File: config.mk
export PLATFORM = sky130hd
export DESIGN_NAME = fetch_buffer
export DESIGN_NICKNAME = d
export VERILOG_FILES = /design/src/rtl/fetch_buffer.sv
export SDC_FILE = /design/constraint.sdc
export NUM_CORES = 2
export LEC_CHECK = 0
export ABC_AREA = 1
export BUFFER_PORTS_ARGS = -buffer_cell sky130_fd_sc_hd__buf_2
export CAP_MARGIN = 0
export CORE_ASPECT_RATIO = 1.4
export CORE_MARGIN = 2
export CORE_UTILIZATION = 57
export CTS_BUF_LIST = sky130_fd_sc_hd__clkbuf_16
export CTS_CLUSTER_DIAMETER = 150
export DETAILED_ROUTE_END_ITERATION = 8
export PLACE_DENSITY = 0.75
export RECOVER_POWER = 25
export SLEW_MARGIN = 40
export SYNTH_ARGS = -nofsm -noshare
export SYNTH_HDL_FRONTEND = slang
export SYNTH_SLANG_ARGS = --single-unit
File: constraint.sdc
create_clock -name clk -period 23.5 [get_ports clk]
set_input_delay 3.525 -clock clk [delete_from_list [all_inputs] [get_ports clk]]
set_output_delay 3.525 -clock clk [all_outputs]
set_load 0.05 [all_outputs]
File: src/rtl/fetch_buffer.sv
// fetch_buffer: two-wide circular instruction queue between fetch and decode.
// Accepts up to two packets per cycle, presents the two oldest to decode,
// and discards everything on flush.
module fetch_buffer #(
  parameter int unsigned ADDR_WIDTH = 32,
  parameter int unsigned DATA_WIDTH = 32,
  parameter int unsigned DEPTH      = 8
) (
  input  logic                         clk,
  input  logic                         rst,
  input  logic                         flush,
  input  logic [1:0]                   in_valid,
  input  logic [ADDR_WIDTH-1:0]        in_addr_0,
  input  logic [ADDR_WIDTH-1:0]        in_addr_1,
  input  logic [DATA_WIDTH-1:0]        in_instr_0,
  input  logic [DATA_WIDTH-1:0]        in_instr_1,
  input  logic                         in_pred_taken_0,
  input  logic                         in_pred_taken_1,
  input  logic [ADDR_WIDTH-1:0]        in_pred_target_0,
  input  logic [ADDR_WIDTH-1:0]        in_pred_target_1,
  output logic                         in_ready,
  output logic [1:0]                   out_valid,
  output logic [ADDR_WIDTH-1:0]        out_addr_0,
  output logic [ADDR_WIDTH-1:0]        out_addr_1,
  output logic [DATA_WIDTH-1:0]        out_instr_0,
  output logic [DATA_WIDTH-1:0]        out_instr_1,
  output logic                         out_pred_taken_0,
  output logic                         out_pred_taken_1,
  output logic [ADDR_WIDTH-1:0]        out_pred_target_0,
  output logic [ADDR_WIDTH-1:0]        out_pred_target_1,
  input  logic [1:0]                   out_accept,
  output logic [$clog2(DEPTH):0]       occupancy
);

  localparam int unsigned PW = $clog2(DEPTH);
  localparam int unsigned CW = PW + 1;
  localparam int unsigned EW = 2 * ADDR_WIDTH + DATA_WIDTH + 1;

  // Entry layout: {addr, instr, pred_taken, pred_target}
  logic [EW-1:0]  r_mem [DEPTH];
  logic [PW-1:0]  r_head;
  logic [PW-1:0]  r_tail;
  logic [CW-1:0]  r_count;

  logic           w_enq;
  logic [1:0]     w_enq_num;
  logic [1:0]     w_deq_num;
  logic           w_wr0_en;
  logic           w_wr1_en;
  logic [PW-1:0]  w_tail_p1;
  logic [PW-1:0]  w_head_p1;
  logic [EW-1:0]  w_slot0;
  logic [EW-1:0]  w_slot1;
  logic [EW-1:0]  w_wr0_data;
  logic [EW-1:0]  w_rd0;
  logic [EW-1:0]  w_rd1;

  assign w_slot0   = {in_addr_0, in_instr_0, in_pred_taken_0, in_pred_target_0};
  assign w_slot1   = {in_addr_1, in_instr_1, in_pred_taken_1, in_pred_target_1};
  assign w_tail_p1 = r_tail + PW'(1);
  assign w_head_p1 = r_head + PW'(1);

  // Ready, enqueue/dequeue amounts and write-port steering (compaction at tail)
  always_comb begin
    in_ready   = (CW'(DEPTH) - r_count) >= CW'(2);
    w_enq      = in_ready & ~flush;
    w_enq_num  = '0;
    if (w_enq) begin
      w_enq_num = {1'b0, in_valid[0]} + {1'b0, in_valid[1]};
    end
    w_deq_num  = '0;
    if (out_accept[0] && out_valid[0]) begin
      w_deq_num = 2'd1;
      if (out_accept[1] && out_valid[1]) begin
        w_deq_num = 2'd2;
      end
    end
    w_wr0_en   = w_enq & (|in_valid);
    w_wr1_en   = w_enq & (&in_valid);
    w_wr0_data = in_valid[0] ? w_slot0 : w_slot1;
  end

  // Entry storage; contents are intentionally not reset
  always_ff @(posedge clk) begin
    if (w_wr0_en) begin
      r_mem[r_tail] <= w_wr0_data;
    end
    if (w_wr1_en) begin
      r_mem[w_tail_p1] <= w_slot1;
    end
  end

  // Pointer and count update; flush overrides any same-cycle enqueue/dequeue
  always_ff @(posedge clk or negedge rst) begin
    if (!rst) begin
      r_head  <= '0;
      r_tail  <= '0;
      r_count <= '0;
    end else if (flush) begin
      r_head  <= '0;
      r_tail  <= '0;
      r_count <= '0;
    end else begin
      r_head  <= r_head + PW'(w_deq_num);
      r_tail  <= r_tail + PW'(w_enq_num);
      r_count <= r_count + CW'(w_enq_num) - CW'(w_deq_num);
    end
  end

  // Output view of head and head+1
  always_comb begin
    w_rd0             = r_mem[r_head];
    w_rd1             = r_mem[w_head_p1];
    out_valid         = {r_count >= CW'(2), r_count >= CW'(1)};
    occupancy         = r_count;
    {out_addr_0, out_instr_0, out_pred_taken_0, out_pred_target_0} = w_rd0;
    {out_addr_1, out_instr_1, out_pred_taken_1, out_pred_target_1} = w_rd1;
  end

endmodule

Yosys cells after proc, flatten, opt, wreduce, memory -nomap -nowiden
Memories as Yosys holds them, arrays and structs flattened.
Cells that the tools add are included.
{ "word_totals": {"latchBits": 0, "ramBits": 776, "in_bits": 201, "elab_cells": 34, "ff_bits": 10, "memories": 1, "romBits": 0} }
{ "mem_list": {"columns": ["memory", "words", "word_bits", "read_ports", "rd_clocked_by_memory_dff", "wr", "line_no", "text"], "rows": [
  ["r_mem", 8, 97, 2, 0, 2, "40", "logic [EW-1:0] r_mem [DEPTH];"]
]} }
{ "op_classes": {"addsub": 8, "n_div": 0, "multipliers": 0, "shift": 0, "n_mux": 11, "eq_ne": 0, "bitwise_logic": 4, "n_reduce_logical": 4, "magnitude_cmp": 3} }
{ "op_table": {"columns": ["op", "count"], "rows": [
  ["two-way mux 97 bit", 1],
  ["greater-or-equal comparator 4 x 2 -> 1 bit (second input constant)", 2],
  ["adder 3 x 1 -> 3 bit (second input constant)", 2],
  ["adder 3 x 2 -> 3 bit", 2],
  ["two-way mux 2 bit", 3],
  ["two-way mux 3 bit", 2],
  ["adder 4 x 2 -> 4 bit", 1],
  ["greater-or-equal comparator 4 x 1 -> 1 bit (second input constant)", 1],
  ["two-way mux 1 bit", 4],
  ["two-way mux 4 bit", 1],
  ["subtractor 4 x 2 -> 4 bit", 1],
  ["subtractor 4 bit (first input constant)", 1],
  ["AND 1 bit", 3],
  ["adder 1 x 1 -> 2 bit", 1],
  ["logical AND 1 bit", 2],
  ["AND reduction 2 bit", 1],
  ["OR reduction 2 bit", 1],
  ["inverter 1 bit", 1]
]} }

Longest topological paths before layout
{ "logic_depth": {"depth_word": 7, "ltp_mapped": 15, "mapped_depth_nobuf": 14} }

Worst setup path before layout
Ideal clock, no wire load.
{ "synth_timing": {"path_type": "input to register", "startpoint": "input in_valid[0]", "endpoint": "memory r_mem[0][0] (netlist name), enable pin", "setup_time_ns": 0.687, "path_slack_ns": 11.608, "t_arrival_ns": 11.205, "path_stages": 6, "path_cell_list": "buf_2 > inv_2 > clkbuf_1 > ha_1 > nand3b_1 > o21ai_0"} }
{ "synth_rtl": {"columns": ["item", "line_no", "text"], "rows": [
  ["start, declared", "12", "input logic [1:0] in_valid,"],
  ["end, declared", "40", null]
]} }

==> qor.txt <==
Total congestion overflow = 0
Mux cell area share after synthesis = 0%
Cell Area, Synth = 49400 um^2
Final Hold Viols = 0
Synth Area per Inst = 7.21 um^2
Root buffer cell = clkbuf_16
Setup tns final = 0 ns
Post-Synth XOR/XNOR Area = 0.0532%
Placement row count = 127
Worst setup startpoint = in_valid[0]
Die height = 352 um
Max Clock Freq = 0.0713 GHz
Failing checks = capacitance limit, slew limit
CP Data Required Time = 23.78 ns
Pwr dens = 143 nW/um^2
Ports = 402
Postcts setup bufs = 0
Worst Skew = 0.0164 ns
Synth unique cells = 28
Routed WL per cell = 22.3 um
Peak supply drop = 0.215 mV
Die area = 89000 um^2
Clk Latency, worst-skew pair = 0.66 ns
Clock power frac = 16.4%
Number of enable flip-flop cells after synthesis = 776
Synth Area in Simple Gates = 29.1%
Final ANT Viol Nets = 0
Critical path class = primary input to flop
Post-Layout Cell Count = 8004
Asr flop ratio synth = 1.27%
Final GP Congestion = 0.857
Vias in the first global route = 45414
Synth-to-Final Area Change = 8.38%
Gr usage total = 39.0%
HP Start = r_tail[2]
Pin count of the biggest net entering global routing = 210
Htree depth = 3
Commonest non-fill, non-tap cell in the layout = nand2_1
First-pass GRT wire length = 265000 um
CP max stage cell = clkinvlp_2
Yosys warns = 0
Max-cap violations = 15
Post-Syn Instances = 6843
Total power = 7630 uW
Sequential share of power = 23.6%
Type of origin of the critical path = primary input
Largest family of logic cells by synthesized area = simple AND/OR/NAND/NOR gates
CP peak stage delay = 2.75 ns
Share of layout cells above drive strength 1 = 9.19%
Worst R2R Start = occupancy[1]
RSZ-0062 raised after global routing = no
CTS tree = done
Top cell family by delay on the critical path = buffers and inverters
Least-Margin Pin Slew = 4.26 ns
Sequential fraction of the synthesis area = 47.7%
WP data arrival = 14.30 ns
Switching part of the total power = 54.6%
TritonCTS buffer count = 79
Yosys reg bits = 786
Initial core utilization = 57.6%
Ys flop type = edfxtp_1
Fin Hold WS = 0.714 ns
Filler instances = 7492
Total internal power = 3470 uW
Max-slew headroom = -184%
Average via count per standard cell = 6.08
Initial antenna violation count = 9
Hold buffers post-CTS = 0
Status = complete, but fails checks
Post-layout nets = 7058
Final setup vio count = 0
Buf/Inv on CP = 5
# DRC = 0
Overall routed net length = 178000 um
Placed Instances = 7850
Worst Hold Class = flop to flop
LEAKAGE = 0.0236 uW
Compound-Gate Fraction of Synth Area = 15.1%
Combinational power share = 60.0%
Drt first-iter violations = 6775
Vias after detailed routing = 48702
CP Capture Type = flop
Period utilization = 59.7%
Core area = 85600 um^2
Clk buf depth = 3
DRT Pass-1 Iters = 9
Net Sw Power = 4160 uW
DIE WIDTH = 253 um
Post-DP HPWL = 94600 um
Adder-cell share of the synthesized area = 0.517%
Most frequent cells in the layout = nand2_1, edfxtp_1, o21ai_0
Crit-path cells = clkbuf_1 > clkbuf_1 > clkinvlp_2 > ha_1 > nand3b_1 > o21ai_0 > clkbuf_1 > buf_4
Final min period = 14.02 ns
Port bufs = 401
Gates resized, CTS repair = 0
CP most frequent cell = clkbuf_1
Clk slew on worst S/H paths = 0.07 ns
Syn Nets = 7062
Slew Limit Fails = 500
CP Max Fanout = 45
Clk sinks = 786
## cells in the mapped netlist (41+ instances only)
| cell type | n | share of area, % |
|---|---|---|
| buf_1 | 41 | 0.31 |
| o21ai_1 | 259 | 2.6 |
| edfxtp_1 | 776 | 47 |
| nand2_1 | 3017 | 23 |
| inv_1 | 214 | 1.6 |
| a31oi_1 | 97 | 1.2 |
| a21oi_1 | 391 | 4.0 |
| o21ai_0 | 721 | 7.3 |
| buf_2 | 133 | 1.3 |
| clkbuf_1 | 329 | 2.5 |
| buf_6 | 47 | 1.1 |
| nor2_1 | 692 | 5.3 |
## layer usage
metal | share of wire, % | wire [um] | vias up | GRT usage [%]
met2 | 46 | 81400 | 3435 | 61.6
met4 | 5.7 | 10100 | 4 | 22.2
li1 | - | - | 22231 | -
met1 | 35 | 63300 | 22399 | 50.3
met3 | 13 | 23700 | 633 | 7.28
met5 | 0.010 | 18 | - | 0
## power by group through the flow
stage,registers [uW],clock network [uW],logic (uW)
6_report,1800,1250,4580
3_5_place_dp,1830,0,4480
2_1_floorplan,1830,0,3340
3_3_place_gp,1830,0,4400
4_1_cts,1800,1250,4490
5_1_grt,1810,1300,4880
## registers in the layout (all words and copies together) (netlist names)
register	flops
r_head	3
r_mem	776
occupancy	4
r_tail	3
## worst paths after layout
check	end	slack, ns	depth (start not counted)
setup / recovery	r_mem[5][22]	9.48	8
hold / removal	r_tail[2]	0.71	2
setup reg to reg	r_mem[5][22]	17.34	10
hold reg to reg	r_tail[2]	0.71	2
max in group asynchronous	r_head[2]	19.79	1
min in group asynchronous	r_head[0]	3.00	1
## kinds of logic after synthesis
kind of cell / Yosys count
AND/OR/NAND/NOR: 3754
adder cells (fa/ha/maj): 18
AO/OA/AOI/OAI: 1468
buffers and inverters: 814
flip-flops: 786
XOR/XNOR: 3
## tightest hold or removal path, stage by stage, from the launching register on
cell	delay, ns
dfrtp_1	0.45
inv_2	0.15
a21oi_1	0.08
## per-stage QoR
| stage | utilization (%) | cell area, um^2 | worst slack (ns) |
|---|---|---|---|
| final | 62.4 | 53500 | 9.48 |
| after global routing | 62.4 | 53500 | 9.29 |
| after CTS | 62.6 | 53600 | 14.76 |
| after detailed placement | 59.7 | 51100 | 15.04 |
| after global placement | 59.2 | 50700 | 14.63 |
| after floorplan | - | 49400 | 11.61 |
## cell type report
type	count	area [um^2]	area share (%)
Clock buffer	81	2030	3.79
Timing Repair Buffer	499	3020	5.64
Tap cell	1096	1370	2.56
Multi-Input combinational cell	5243	22200	41.4
Inverter	230	895	1.67
Sequential cell	786	23600	44.1
Antenna cell	10	25.0	0.0468
Clock inverter	59	422	0.788
(Power assumes the default switching activity.)
